File: config.mk
export PLATFORM = sky130hd
export DESIGN_NAME = abacus_snapshot_reader
export DESIGN_NICKNAME = d
export VERILOG_FILES = /design/src/rtl/abacus_pkg.sv /design/src/rtl/abacus_snapshot_fifo.sv /design/src/rtl/abacus_snapshot_reader.sv
export SDC_FILE = /design/constraint.sdc
export NUM_CORES = 1
export LEC_CHECK = 0
export ABC_AREA = 0
export CORE_MARGIN = 5
export CORE_UTILIZATION = 55
export DETAILED_ROUTE_END_ITERATION = 16
export DONT_BUFFER_PORTS = 1
export PLACE_DENSITY = 0.71
export SYNTH_ARGS = -nofsm -noshare
export SYNTH_HDL_FRONTEND = slang
export SYNTH_HIERARCHICAL = 1
export SYNTH_SLANG_ARGS = --single-unit
File: constraint.sdc
create_clock -name clk -period 3.3 [get_ports clk]
set_clock_uncertainty 0.1 [all_clocks]
set_input_delay 0.33 -clock clk [delete_from_list [all_inputs] [get_ports clk]]
set_output_delay 0.33 -clock clk [all_outputs]
set_load 0.02 [all_outputs]
File: src/rtl/abacus_pkg.sv
// rtl/abacus_pkg.sv - shared types and register map for the ABACUS snapshot reader
package abacus_pkg;

   // ABACUS register map as seen from the Wishbone initiator
   localparam logic [31:0] ABACUS_BASE_ADDR  = 32'hF003_0000;
   localparam logic [31:0] ABACUS_IPROF_BASE = ABACUS_BASE_ADDR + 32'h0000_0100;
   localparam logic [31:0] ABACUS_CPROF_BASE = ABACUS_BASE_ADDR + 32'h0000_0200;

   // Largest snapshot the beat index field can describe
   localparam int ABACUS_SNAP_MAX_WORDS = 64;
   localparam int ABACUS_SNAP_IDX_W     = $clog2(ABACUS_SNAP_MAX_WORDS);

   typedef enum logic [1:0] {
      ST_IDLE,
      ST_REQ,
      ST_GAP,
      ST_FINISH
   } abacus_snap_state_e;

   typedef struct packed {
      logic [31:0]                  data;
      logic [ABACUS_SNAP_IDX_W-1:0] index;
      logic                         last;
   } abacus_snapshot_beat_t;

endpackage

File: src/rtl/abacus_snapshot_fifo.sv
// rtl/abacus_snapshot_fifo.sv - small synchronous FIFO of snapshot beats
module abacus_snapshot_fifo
   import abacus_pkg::*;
#(
   parameter int DEPTH = 2
) (
   input  logic                  clk,
   input  logic                  rst,
   input  logic                  push,
   input  abacus_snapshot_beat_t push_beat,
   input  logic                  pop,
   output abacus_snapshot_beat_t head_beat,
   output logic                  full,
   output logic                  empty
);

   localparam int PTR_W = $clog2(DEPTH);

   abacus_snapshot_beat_t mem_q [DEPTH];
   logic [PTR_W-1:0]      wr_ptr_q;
   logic [PTR_W-1:0]      rd_ptr_q;
   logic [PTR_W:0]        count_q;
   logic                  do_push;
   logic                  do_pop;

   assign full      = (count_q == (PTR_W+1)'(DEPTH));
   assign empty     = (count_q == '0);
   assign do_pop    = pop & ~empty;
   // A pop in the same cycle frees the slot, so a push into a full FIFO is legal then
   assign do_push   = push & (~full | do_pop);
   assign head_beat = mem_q[rd_ptr_q];

   // Storage, pointers (wrap naturally at power-of-two depth) and occupancy
   always_ff @(posedge clk or negedge rst) begin
      if (!rst) begin
         for (int i = 0; i < DEPTH; i++) begin
            mem_q[i] <= '0;
         end
         wr_ptr_q <= '0;
         rd_ptr_q <= '0;
         count_q  <= '0;
      end else begin
         if (do_push) begin
            mem_q[wr_ptr_q] <= push_beat;
            wr_ptr_q        <= wr_ptr_q + PTR_W'(1);
         end
         if (do_pop) begin
            rd_ptr_q <= rd_ptr_q + PTR_W'(1);
         end
         case ({do_push, do_pop})
            2'b10:   count_q <= count_q + (PTR_W+1)'(1);
            2'b01:   count_q <= count_q - (PTR_W+1)'(1);
            default: count_q <= count_q;
         endcase
      end
   end

endmodule

File: src/rtl/abacus_snapshot_reader.sv
// rtl/abacus_snapshot_reader.sv - Wishbone block reader streaming ABACUS registers out
module abacus_snapshot_reader
   import abacus_pkg::*;
#(
   parameter  int MAX_WORDS      = 64,
   parameter  int TIMEOUT_CYCLES = 16,
   parameter  int FIFO_DEPTH     = 2,
   localparam int CNT_W          = $clog2(MAX_WORDS + 1),
   localparam int IDX_W          = $clog2(MAX_WORDS)
) (
   input  logic             clk,
   input  logic             rst,
   input  logic             start,
   input  logic [31:0]      base_addr,
   input  logic [CNT_W-1:0] word_count,
   output logic             busy,
   output logic             done,
   output logic             timeout_err,
   output logic             wb_cyc,
   output logic             wb_stb,
   output logic             wb_we,
   output logic [31:0]      wb_adr,
   output logic [31:0]      wb_dat_o,
   input  logic [31:0]      wb_dat_i,
   input  logic             wb_ack,
   output logic             m_valid,
   input  logic             m_ready,
   output logic [31:0]      m_data,
   output logic [IDX_W-1:0] m_index,
   output logic             m_last
);

   localparam int WAIT_W = $clog2(TIMEOUT_CYCLES + 1);

   abacus_snap_state_e    state_q;
   logic [31:0]           addr_q;
   logic [31:0]           adr_q;
   logic [CNT_W-1:0]      rem_q;
   logic [IDX_W-1:0]      idx_q;
   logic [WAIT_W-1:0]     wait_q;
   logic                  busy_q;
   logic                  done_q;
   logic                  terr_q;
   logic                  cyc_q;

   logic [CNT_W-1:0]      count_d;
   logic [31:0]           addr_d;
   logic                  ack_hit;
   logic                  fifo_full;
   logic                  fifo_empty;
   abacus_snapshot_beat_t push_beat;
   abacus_snapshot_beat_t head_beat;

   assign count_d = (word_count > CNT_W'(MAX_WORDS)) ? CNT_W'(MAX_WORDS) : word_count;
   assign addr_d  = base_addr & ~32'h0000_0003;
   // Acks outside REQ are stale and must never reach the FIFO
   assign ack_hit = (state_q == ST_REQ) & wb_ack;

   assign push_beat.data  = wb_dat_i;
   assign push_beat.index = ABACUS_SNAP_IDX_W'(idx_q);
   assign push_beat.last  = (rem_q == CNT_W'(1));

   abacus_snapshot_fifo #(
      .DEPTH(FIFO_DEPTH)
   ) u_fifo (
      .clk       (clk),
      .rst       (rst),
      .push      (ack_hit),
      .push_beat (push_beat),
      .pop       (m_ready),
      .head_beat (head_beat),
      .full      (fifo_full),
      .empty     (fifo_empty)
   );

   assign busy        = busy_q;
   assign done        = done_q;
   assign timeout_err = terr_q;
   assign wb_cyc      = cyc_q;
   assign wb_stb      = cyc_q;
   assign wb_we       = 1'b0;
   assign wb_adr      = adr_q;
   assign wb_dat_o    = 32'h0;
   assign m_valid     = ~fifo_empty;
   assign m_data      = head_beat.data;
   assign m_index     = IDX_W'(head_beat.index);
   assign m_last      = head_beat.last;

   // Snapshot sequencer; bus controls are registered so cyc/stb drop on the ack edge
   always_ff @(posedge clk or negedge rst) begin
      if (!rst) begin
         state_q <= ST_IDLE;
         addr_q  <= '0;
         adr_q   <= '0;
         rem_q   <= '0;
         idx_q   <= '0;
         wait_q  <= '0;
         busy_q  <= 1'b0;
         done_q  <= 1'b0;
         terr_q  <= 1'b0;
         cyc_q   <= 1'b0;
      end else begin
         done_q <= 1'b0;
         case (state_q)
            ST_IDLE: begin
               if (start) begin
                  busy_q <= 1'b1;
                  terr_q <= 1'b0;
                  if (count_d == '0) begin
                     state_q <= ST_FINISH;
                     done_q  <= 1'b1;
                  end else begin
                     addr_q <= addr_d;
                     rem_q  <= count_d;
                     idx_q  <= '0;
                     wait_q <= '0;
                     // Beats of the previous snapshot may still be draining
                     if (!fifo_full) begin
                        state_q <= ST_REQ;
                        cyc_q   <= 1'b1;
                        adr_q   <= addr_d;
                     end else begin
                        state_q <= ST_GAP;
                     end
                  end
               end
            end
            ST_REQ: begin
               if (wb_ack) begin
                  cyc_q  <= 1'b0;
                  adr_q  <= '0;
                  addr_q <= addr_q + 32'd4;
                  idx_q  <= idx_q + IDX_W'(1);
                  rem_q  <= rem_q - CNT_W'(1);
                  if (rem_q == CNT_W'(1)) begin
                     state_q <= ST_FINISH;
                     done_q  <= 1'b1;
                  end else begin
                     state_q <= ST_GAP;
                  end
               end else if (wait_q == WAIT_W'(TIMEOUT_CYCLES - 1)) begin
                  cyc_q   <= 1'b0;
                  adr_q   <= '0;
                  terr_q  <= 1'b1;
                  state_q <= ST_FINISH;
                  done_q  <= 1'b1;
               end else begin
                  wait_q <= wait_q + WAIT_W'(1);
               end
            end
            ST_GAP: begin
               if (!fifo_full) begin
                  state_q <= ST_REQ;
                  cyc_q   <= 1'b1;
                  adr_q   <= addr_q;
                  wait_q  <= '0;
               end
            end
            ST_FINISH: begin
               busy_q  <= 1'b0;
               state_q <= ST_IDLE;
            end
            default: begin
               state_q <= ST_IDLE;
               cyc_q   <= 1'b0;
               busy_q  <= 1'b0;
            end
         endcase
      end
   end

endmodule

==> results of run 1 <==
## per-stage QoR
step / area, sq um / total power [uW] / cells / worst slack [ps] / util
4_1_cts: 10100 / 10700 / 1104 / 568 / 0.636
2_1_floorplan: 8970 / 7490 / 875 / 749 / -
3_5_place_dp: 8910 / 8510 / 1020 / 592 / 0.563
3_3_place_gp: 8910 / 8270 / 1020 / 654 / 0.563
5_1_grt: 10100 / 11400 / 1106 / 343 / 0.636
6_report: 10100 / 10700 / 1106 / 569 / 0.636
## final timing paths
| check | endpoint | slack [ps] |
|---|---|---|
| min in group clk | rem_q[6] | 20 |
| hold reg to reg | u_fifo/mem_q[72] | 380 |
| setup / recovery | addr_q[6] | 570 |
| max in group asynchronous | u_fifo/mem_q[21] | 3310 |
| hold / removal | state_q[0] | -500 |
| setup reg to reg | addr_q[6] | 570 |
## kinds of logic after synthesis
group	share of synthesized area
buf+inv	0.0638
xor+xnor	0.00594
other cells	0.000424
fa+ha+maj	0.0141
simple gates	0.140
compound gates	0.138
mux	0.165
flops	0.472
## power breakdown
group	total, uW	switching (uW)	internal, uW
Clock	2100	796	1310
Sequential	3970	1010	2950
Combinational	4620	2710	1910
## flip-flops by register name, indices dropped and copies added (netlist names)
signal,cells
addr_q,30
timeout_err,1
wb_cyc,1
busy,1
done,1
wb_adr,31
u_fifo/wr_ptr_q,1
u_fifo/rd_ptr_q,1
u_fifo/count_q,2
state_q,2
idx_q,6
u_fifo/mem_q,78
wait_q,5
rem_q,7
## cell usage in the layout (no fill, tap or decap), types with 4 or more instances in the layout
| cell | n |
|---|---|
| nor2_1 | 25 |
| a31oi_1 | 19 |
| a2bb2oi_1 | 9 |
| mux2_4 | 10 |
| mux2i_1 | 7 |
| ha_1 | 9 |
| nand4_1 | 16 |
| a21oi_1 | 43 |
| bufinv_16 | 4 |
| a21boi_0 | 4 |
| o31ai_1 | 4 |
| nand2b_1 | 9 |
| clkbuf_16 | 17 |
| o22ai_1 | 9 |
| o21ai_0 | 59 |
| nor3_1 | 10 |
| buf_4 | 17 |
| nand3_1 | 22 |
| conb_1 | 33 |
| nor2b_1 | 34 |
| inv_1 | 15 |
| mux2_2 | 107 |
| dfrtp_1 | 166 |
| nand2_1 | 76 |
| and2_1 | 7 |
| xor2_1 | 5 |
| a22oi_1 | 9 |
| dlygate4sd3_1 | 52 |
| and3_1 | 9 |
## per-layer routing
metal / GRT usage / wire (microns) / part of all wire
met4: 0.100 / 581 / 0.026
met3: 0.0790 / 2020 / 0.092
met2: 0.363 / 10200 / 0.46
met5: 0 / 0 / 0
met1: 0.303 / 9140 / 0.42
## timing repair
item	4_1_cts	5_1_grt
gates resized for setup	0	0
endpoints found under the hold margin	250	167
setup buffers	0	0
## layout make-up
| type | count | area [sq um] | area share |
|---|---|---|---|
| diodes | 2 | 5.00 | 0.000497 |
| clock buffers | 21 | 460 | 0.0457 |
| clock inverters | 11 | 171 | 0.0170 |
| inverters | 15 | 56.3 | 0.00559 |
| multi-input cells | 604 | 4250 | 0.423 |
| flip-flops and latches | 167 | 4180 | 0.415 |
| well taps | 216 | 270 | 0.0269 |
| repair buffers | 70 | 668 | 0.0664 |
## critical path: cells and delay by family (launching register included)
family | cells | cell delay, ps
AOI/OAI and AO/OA | 3 | 630
and+or+nand+nor | 2 | 730
buffers and inverters | 2 | 390
adders and majority gates | 1 | 360
DFF | 1 | 430
==> results.tsv, run 1 <==
stage	metric	value	unit
run_status	status	finished with violations	
run_status	violations	negative hold slack	
synth	yosysWarnings	6	
layout	area_delta_synth_final	13.7	%
cts	insertion_delay	430	ps
routing	drc	0	
grt	grt_max_degree	168	
synth	synth_common_cells	dfrtp_1 (167), mux2_2 (107), nand2_1 (76)	
worst_setup_path	cp_max_fo	18	
grt	grt_pass1_wl	34.3	mm
synth	yosys-top-cells-area	dfrtp_1 (47%), mux2_2 (14%), o21ai_0 (3.3%)	
floorplanning	die_w	137	microns
timing	period_minus_slack	2730	ps
worst_setup_path	worst_path_max_delay_cell	and2_1	
job	max_cap_viol_count	0	
floorplanning	die_h	137	microns
worst_setup_path	critPathLaunch	state_q[1]	
timing	finalHoldViolCount	167	
routing	vias	6624	
worst_setup_path	crit_path_cell_trace	inv_1 -> ha_2 -> nor2_1 -> a211oi_1 -> and2_1 -> buf_4 -> a21oi_1 -> o221a_2	
worst_setup_path	crit_path_end_kind	register	
synth	syn_area	0.00885	sq mm
cts	cts_hold_repair.buffers	52	
synth	ys_seq_area_frac	0.472	
synth	synth.most_common_cell	dfrtp_1	
layout	drive_above_1_share	0.206	
cts	cts_tree	yes	
grt	antenna_found_initial	2	
power_and_ir_drop	leakage	0.00423	uW
cts	clk_pin_slew_worst_paths	70	ps
synth	synth_ff_type	dfrtp_1	
worst_setup_path	critical_path.max_stage_delay	620	ps
timing	maxSlewViolCount	0	
cts	cts_root_buf	clkbuf_16	
floorplanning	initial_core_util	0.559	
routing	wl_per_cell	19.8	microns
synth	synth_edf_count	0	
timing	worst_pin_slew	1210	ps
worst_setup_path	critPathArrivalTime	2940	ps
worst_setup_path	ff2ff_path_depth	8	
layout	fin_nets	961	
timing	grt_setup_unrepaired	false	
grt	grt_pass1_vias	6531	
power_and_ir_drop	peakVddDrop	0.688	mV
worst_setup_path	crit_required	3510	ps
grt	grt_overflow	0	
worst_setup_path	crit_type	reg2reg	
power_and_ir_drop	power_density	1060	mW/mm^2
layout	fillerInstances	1237	
worst_hold_path	hold_path_class	in2async	
worst_setup_path	critPathLaunchType	register	
floorplanning	ioPinCount	186	
floorplanning	die-area	0.0187	sq mm
timing	setup_tns	0	ps
grt	grt.total_usage	0.235	
floorplanning	rows	46	
cts	numCtsBuffers	17	
synth	synth_top_area_frac	0.472	
placement	gp_congestion	0.900	
timing	holdWs	-504	ps
routing	drt_iter0_drc	401	
timing	max_freq	366	MHz
routing	vias_per_cell	5.99	
cts	clockBufferDepth	2	
synth	syn-instance-count	843	
routing	routed_wl	21.9	mm
cts	cts_sinks	167	
placement	post-dp-hpwl	14.5	mm
routing	first_pass_iters	5	
cts	ctsHtreeMaxLevel	4	
placement	io_buffers	0	
synth	synth_cell_types	71	
timing	slew-limit-headroom	0.189	
synth	yosysTopAreaCell	dfrtp_1	
timing	fin_crit_sh	0.828	
worst_setup_path	reg2reg_from	state_q[1]	
timing	setup_viol	0	
synth	syn_area_per_cell	10.5	sq um
routing	postRouteAntennaNets	0	
synth	yosys_register_bits	167	
synth	async_flop_share	1.00	
floorplanning	core_area	0.0158	sq mm
(Power assumes the default switching activity.)
==> run 2, diff against run 1 <==
clock period = 2.69 ns   (was 3.3 ns; I/O delays follow)
==> results.tsv, run 2 (same netlist as run 1, synthesis figures left out) <==
stage	metric	value	unit	change
cts	cts_tree	yes		
routing	routed_wl	22.4	mm	+2.1%
run_status	status	finished with violations		
layout	layout_common_cells	dfrtp_1 (166), mux2_2 (107), nand2_1 (76)		
cts	cts_sinks	167		unchanged
power_and_ir_drop	leakage	0.00436	uW	+3.1%
timing	maxSlewViolCount	0		unchanged
power_and_ir_drop	p_clk_frac	0.185		-0.012
floorplanning	initial_core_util	0.559		unchanged
worst_hold_path	hold_path_class	in2async		
cts	cts_resized	0		unchanged
floorplanning	core_area	0.0158	sq mm	unchanged
power_and_ir_drop	p_int	7700	uW	+25%
cts	ctsHtreeMaxLevel	4		unchanged
placement	dp_slack	215	ps	-377 ps
layout	stdcell_count	1133		+2.4%
worst_setup_path	critPathLaunchType	register		
worst_setup_path	reg2reg_from	state_q[0]		
placement	gp_congestion	0.911		+1.3%
routing	vias_per_cell	5.84		-2.5%
timing	grt_setup_unrepaired	false		
cts	clockBufferDepth	2		unchanged
layout	drive_above_1_share	0.210		+0.00439
cts	cts_hold_repair.buffers	71		+37%
timing	slew-limit-headroom	0.458		+0.269
grt	grt_overflow	0		unchanged
layout	area_delta_synth_final	17.0	%	
floorplanning	die-area	0.0187	sq mm	unchanged
timing	period_minus_slack	2500	ps	-228 ps
worst_setup_path	crit_required	2940	ps	-570 ps
placement	io_buffers	0		unchanged
job	max_cap_viol_count	0		unchanged
layout	antennaDiodeCount	0		-2
grt	grt.total_usage	0.243		+0.00807
placement	post-dp-hpwl	15.1	mm	+4.1%
layout	layout_commonest_cell	dfrtp_1		
grt	grt_max_degree	168		unchanged
routing	wl_per_cell	19.8	microns	-0.35%
placement	dpl.cell_count	1032		+1.2%
routing	drc	0		unchanged
floorplanning	die_w	137	microns	unchanged
worst_setup_path	reg2reg_setup_slack	190	ps	-380 ps
floorplanning	rows	46		unchanged
timing	max_freq	399	MHz	+9.1%
worst_setup_path	crit_type	reg2reg		
routing	vias	6614		-0.15%
grt	antenna_found_initial	0		-2
worst_setup_path	cp_max_fo	10		-8
routing	first_pass_iters	5		unchanged
worst_setup_path	reg2reg_to	addr_q[28]		
timing	holdWs	-560	ps	-56.0 ps
worst_setup_path	critPathArrivalTime	2750	ps	-190 ps
layout	fin_nets	992		+3.2%
layout	regMostFlops	u_fifo/mem_q		
power_and_ir_drop	peakVddDrop	0.784	mV	+14%
power_and_ir_drop	p_comb_frac	0.453		+0.021
timing	fin_ws	186	ps	-382 ps
floorplanning	ioPinCount	186		unchanged
power_and_ir_drop	pwr-share-seq	0.362		-0.009
power_and_ir_drop	switching_share	0.423		+0.00111
floorplanning	die_h	137	microns	unchanged
timing	setup_tns	0	ps	unchanged
power_and_ir_drop	p_sw	5660	uW	+25%
timing	finalHoldViolCount	167		unchanged
timing	worst_pin_slew	812	ps	-399 ps
routing	postRouteAntennaNets	0		unchanged
worst_setup_path	crit_path_end_kind	register		
grt	grt_pass1_vias	6743		+3.2%
layout	largest_reg_flops	78		unchanged
cts	post_cts_buffers	0		unchanged
power_and_ir_drop	total_power	13400	uW	+25%
worst_setup_path	ff2ff_path_depth	8		unchanged
cts	numCtsBuffers	17		unchanged
cts	clk_pin_slew_worst_paths	70	ps	about the same
run_status	violations	negative hold slack		
routing	drt_iter0_drc	507		+26%
grt	grt_pass1_wl	35.6	mm	+3.8%
timing	fin_crit_sh	0.931		+0.103
cts	insertion_delay	430	ps	about the same
power_and_ir_drop	power_density	1290	mW/mm^2	+22%
cts	cts_root_buf	clkbuf_16		
layout	final_util	0.654		+0.0181
timing	setup_viol	0		unchanged
[run 2: metrics by stage]
stage / cell area [sq um] / hold WS, ps
finish: 10400 / -560
global route: 10400 / -583
CTS: 10400 / -578
detailed placement: 9050 / -121
global placement: 9050 / -121
floorplan: 8970 / -127
[run 2: layout make-up]
class | instances | area [sq um]
clock inverter | 10 | 146
sequential | 167 | 4180
clock buffer | 20 | 447
tap | 216 | 270
fill | 1234 | 5480
multi-input combinational | 604 | 4250
timing repair buffer | 101 | 998
inverter | 15 | 56.3
[run 2: per-layer routing]
| metal | global-route usage | wire length (microns) | vias to the layer above |
|---|---|---|---|
| met2 | 0.391 | 10700 | 233 |
| li1 | - | - | 3103 |
| met4 | 0.0804 | 370 | 0 |
| met5 | 0 | 0 | - |
| met3 | 0.0706 | 1800 | 32 |
| met1 | 0.317 | 9520 | 3246 |
[run 2: worst max-delay path by stage]
stage | to | from | slack, ps
finish | addr_q[28] | state_q[0] | 190
global route | addr_q[16] | state_q[0] | 6
CTS | rem_q[5] | state_q[0] | 200
detailed placement | rem_q[5] | state_q[0] | 210
global placement | rem_q[5] | state_q[0] | 300
floorplan | u_fifo/mem_q[46] | state_q[1] | 140
[run 2: worst max-delay path, cell delays in order, from the launching register on]
cell	delay, ps
dfrtp_1	440
inv_1	120
ha_1	360
buf_4	190
nand3b_1	70
a21oi_1	630
buf_4	320
a22oi_1	90
o21ai_1	110
[run 2: power groups by stage]
stage	clock [uW]	sequential, uW	combinational, uW
floorplan	0	4440	4750
global placement	0	4750	5660
detailed placement	0	4860	5880
CTS	2520	4820	6020
global route	2640	4980	6590
finish	2480	4830	6050
==> run 3, diff against run 2 <==
CORE_MARGIN = 8   (was 5)
TNS_END_PERCENT = 5   (was default)
==> results.tsv, run 3 (same netlist as run 1, synthesis figures left out) <==
stage	metric	value	unit	change
layout	finalInstanceArea	0.0104	sq mm	unchanged
routing	wl_per_cell	20.4	microns	+3.3%
timing	maxSlewViolCount	0		unchanged
worst_setup_path	ff2ff_path_depth	8		unchanged
routing	first_pass_iters	6		+1
worst_setup_path	critical_path.max_stage_delay	400	ps	-230 ps
floorplanning	die-area	0.0204	sq mm	+9.0%
grt	grt_overflow	0		unchanged
cts	clk_pin_slew_worst_paths	70	ps	about the same
routing	top_layer_used	met4		
floorplanning	core_area	0.0158	sq mm	unchanged
grt	grt_max_degree	168		unchanged
cts	cts_root_buf	clkbuf_16		
timing	fin_ws	170	ps	-16.8 ps
routing	dr_wl_met2	11.1	mm	+3.3%
timing	finalHoldViolCount	167		unchanged
worst_setup_path	critPathLaunchType	register		
placement	gp_congestion	0.899		-1.3%
cts	cts_hold_repair.buffers	70		-1.4%
worst_setup_path	crit_path_end_kind	register		
job	max_cap_viol_count	0		unchanged
floorplanning	rows	46		unchanged
layout	regMostFlops	u_fifo/mem_q		
grt	grt_pass1_vias	6879		+2.0%
timing	slew-limit-headroom	0.452		-0.00617
layout	final_util	0.654		unchanged
floorplanning	ioPinCount	186		unchanged
grt	grt.total_usage	0.232		-0.0112
floorplanning	initial_core_util	0.559		unchanged
timing	setup_tns	0	ps	unchanged
layout	fin_nets	995		+0.30%
worst_setup_path	crit_required	2890	ps	-50 ps
timing	period_minus_slack	2520	ps	+16.8 ps
worst_setup_path	worst_path_max_delay_cell	dfrtp_1		
routing	routed_wl	23.2	mm	+3.8%
grt	grt_pass1_wl	36.9	mm	+3.7%
placement	post-dp-hpwl	15.5	mm	+2.3%
placement	dp_slack	-12.0	ps	-227 ps
worst_setup_path	reg2reg_from	state_q[1]		
layout	drive_above_1_share	0.220		+0.00970
cts	cts_tree	yes		
worst_setup_path	cp_max_fo	40		+30
layout	area_delta_synth_final	17.0	%	unchanged
timing	fin_crit_sh	0.937		+0.00624
run_status	status	finished with violations		
layout	layout_commonest_cell	dfrtp_1		
cts	ctsHtreeMaxLevel	4		unchanged
routing	postRouteAntennaNets	0		unchanged
grt	antenna_found_initial	0		unchanged
routing	vias	6694		+1.2%
worst_setup_path	crit_path_cell_trace	inv_1 -> ha_2 -> inv_1 -> nor2_1 -> inv_1 -> nor3_4 -> buf_12 -> mux2_2		
worst_setup_path	crit_top_cell	inv_1		
placement	postPlaceCellArea	0.00902	sq mm	-0.33%
layout	fillerInstances	1213		-1.7%
routing	wl_met3	2.06	mm	+15%
routing	vias_per_cell	5.88		+0.76%
run_status	violations	negative hold slack		
routing	m1WireLength	9.60	mm	+0.84%
floorplanning	die_h	143	microns	+4.4%
layout	largest_reg_flops	78		unchanged
timing	max_freq	397	MHz	-0.67%
power_and_ir_drop	leakage	0.00437	uW	+0.15%
layout	antennaDiodeCount	0		unchanged
cts	cts_sinks	167		unchanged
timing	grt_setup_unrepaired	true		
routing	drt_iter0_drc	477		-5.9%
timing	setup_viol	0		unchanged
worst_hold_path	hold_path_class	in2async		
worst_setup_path	crit_type	reg2reg		
worst_setup_path	reg2reg_setup_slack	170	ps	-20 ps
worst_setup_path	endpoint	u_fifo/mem_q[70]		
cts	insertion_delay	430	ps	about the same
placement	io_buffers	0		unchanged
worst_setup_path	critPathArrivalTime	2720	ps	-30 ps
worst_setup_path	reg2reg_to	u_fifo/mem_q[70]		
power_and_ir_drop	power_density	1290	mW/mm^2	-0.16%
power_and_ir_drop	peakVddDrop	0.650	mV	-17%
worst_setup_path	critPathLaunch	state_q[1]		
cts	numCtsBuffers	17		unchanged
timing	worst_pin_slew	819	ps	+6.16 ps
floorplanning	die_w	143	microns	+4.4%
timing	holdWs	-570	ps	-9.14 ps
routing	drc	0		unchanged
layout	layout_common_cells	dfrtp_1 (166), mux2_2 (107), nand2_1 (76)		
cts	clockBufferDepth	2		unchanged
run 3: cell count changes in the layout (fill, tap and decap cells not counted), moves of 2 or more:
| cell | before | now |
|---|---|---|
| inv_6 | 2 | 5 |
| buf_4 | 25 | 31 |
| buf_12 | 5 | 2 |
| clkinv_2 | 1 | 3 |
| clkbuf_1 | 2 | 0 |
run 3: per-stage QoR:
stage          cells  power, uW
3_3_place_gp    1033      10300
6_report        1138      13300
5_1_grt         1138      14200
4_1_cts         1136      13300
3_5_place_dp    1033      10600
2_1_floorplan    875       9180
run 3: worst min path at each step:
stage,to,cells past startpoint
6_report,wb_adr[18],0
5_1_grt,wb_adr[18],0
4_1_cts,wb_adr[18],0
3_5_place_dp,wb_adr[20],0
3_3_place_gp,wb_adr[18],0
2_1_floorplan,addr_q[10],0
run 3: what timing repair did:
action                                 CTS  global route
endpoints found under the hold margin  270           167
resized for setup                        1             1
setup endpoints to repair                1             7
buffers inserted                         0             2
pin swaps                                1             0
gates cloned                             1             0
run 3: metal layers:
layer / vias to the layer above / track usage
met5: - / 0
li1: 3112 / -
met1: 3251 / 0.290
met3: 51 / 0.0735
met2: 280 / 0.369
met4: 0 / 0.0861
run 3: cell type report:
class,instances,area (sq um),share of cell area
Clock buffer,19,453,0.0438
Clock inverter,13,141,0.0137
Inverter,15,56.3,0.00544
Multi-Input combinational cell,605,4280,0.413
Sequential cell,167,4180,0.404
Tap cell,216,270,0.0261
Timing Repair Buffer,103,973,0.0940
run 3: power breakdown:
part	total (uW)	leakage, uW	internal (uW)	switching, uW
logic	6070	0.00202	2540	3530
registers	4820	0.00206	3620	1200
clock network	2450	0.000287	1430	1020
run 3: critical path, delay by kind of cell (launching register included):
kind	cells	cell delay (ps)
adders and majority gates	1	260
buffers and inverters	4	630
and+or+nand+nor	2	600
muxes	1	370
DFF	1	400
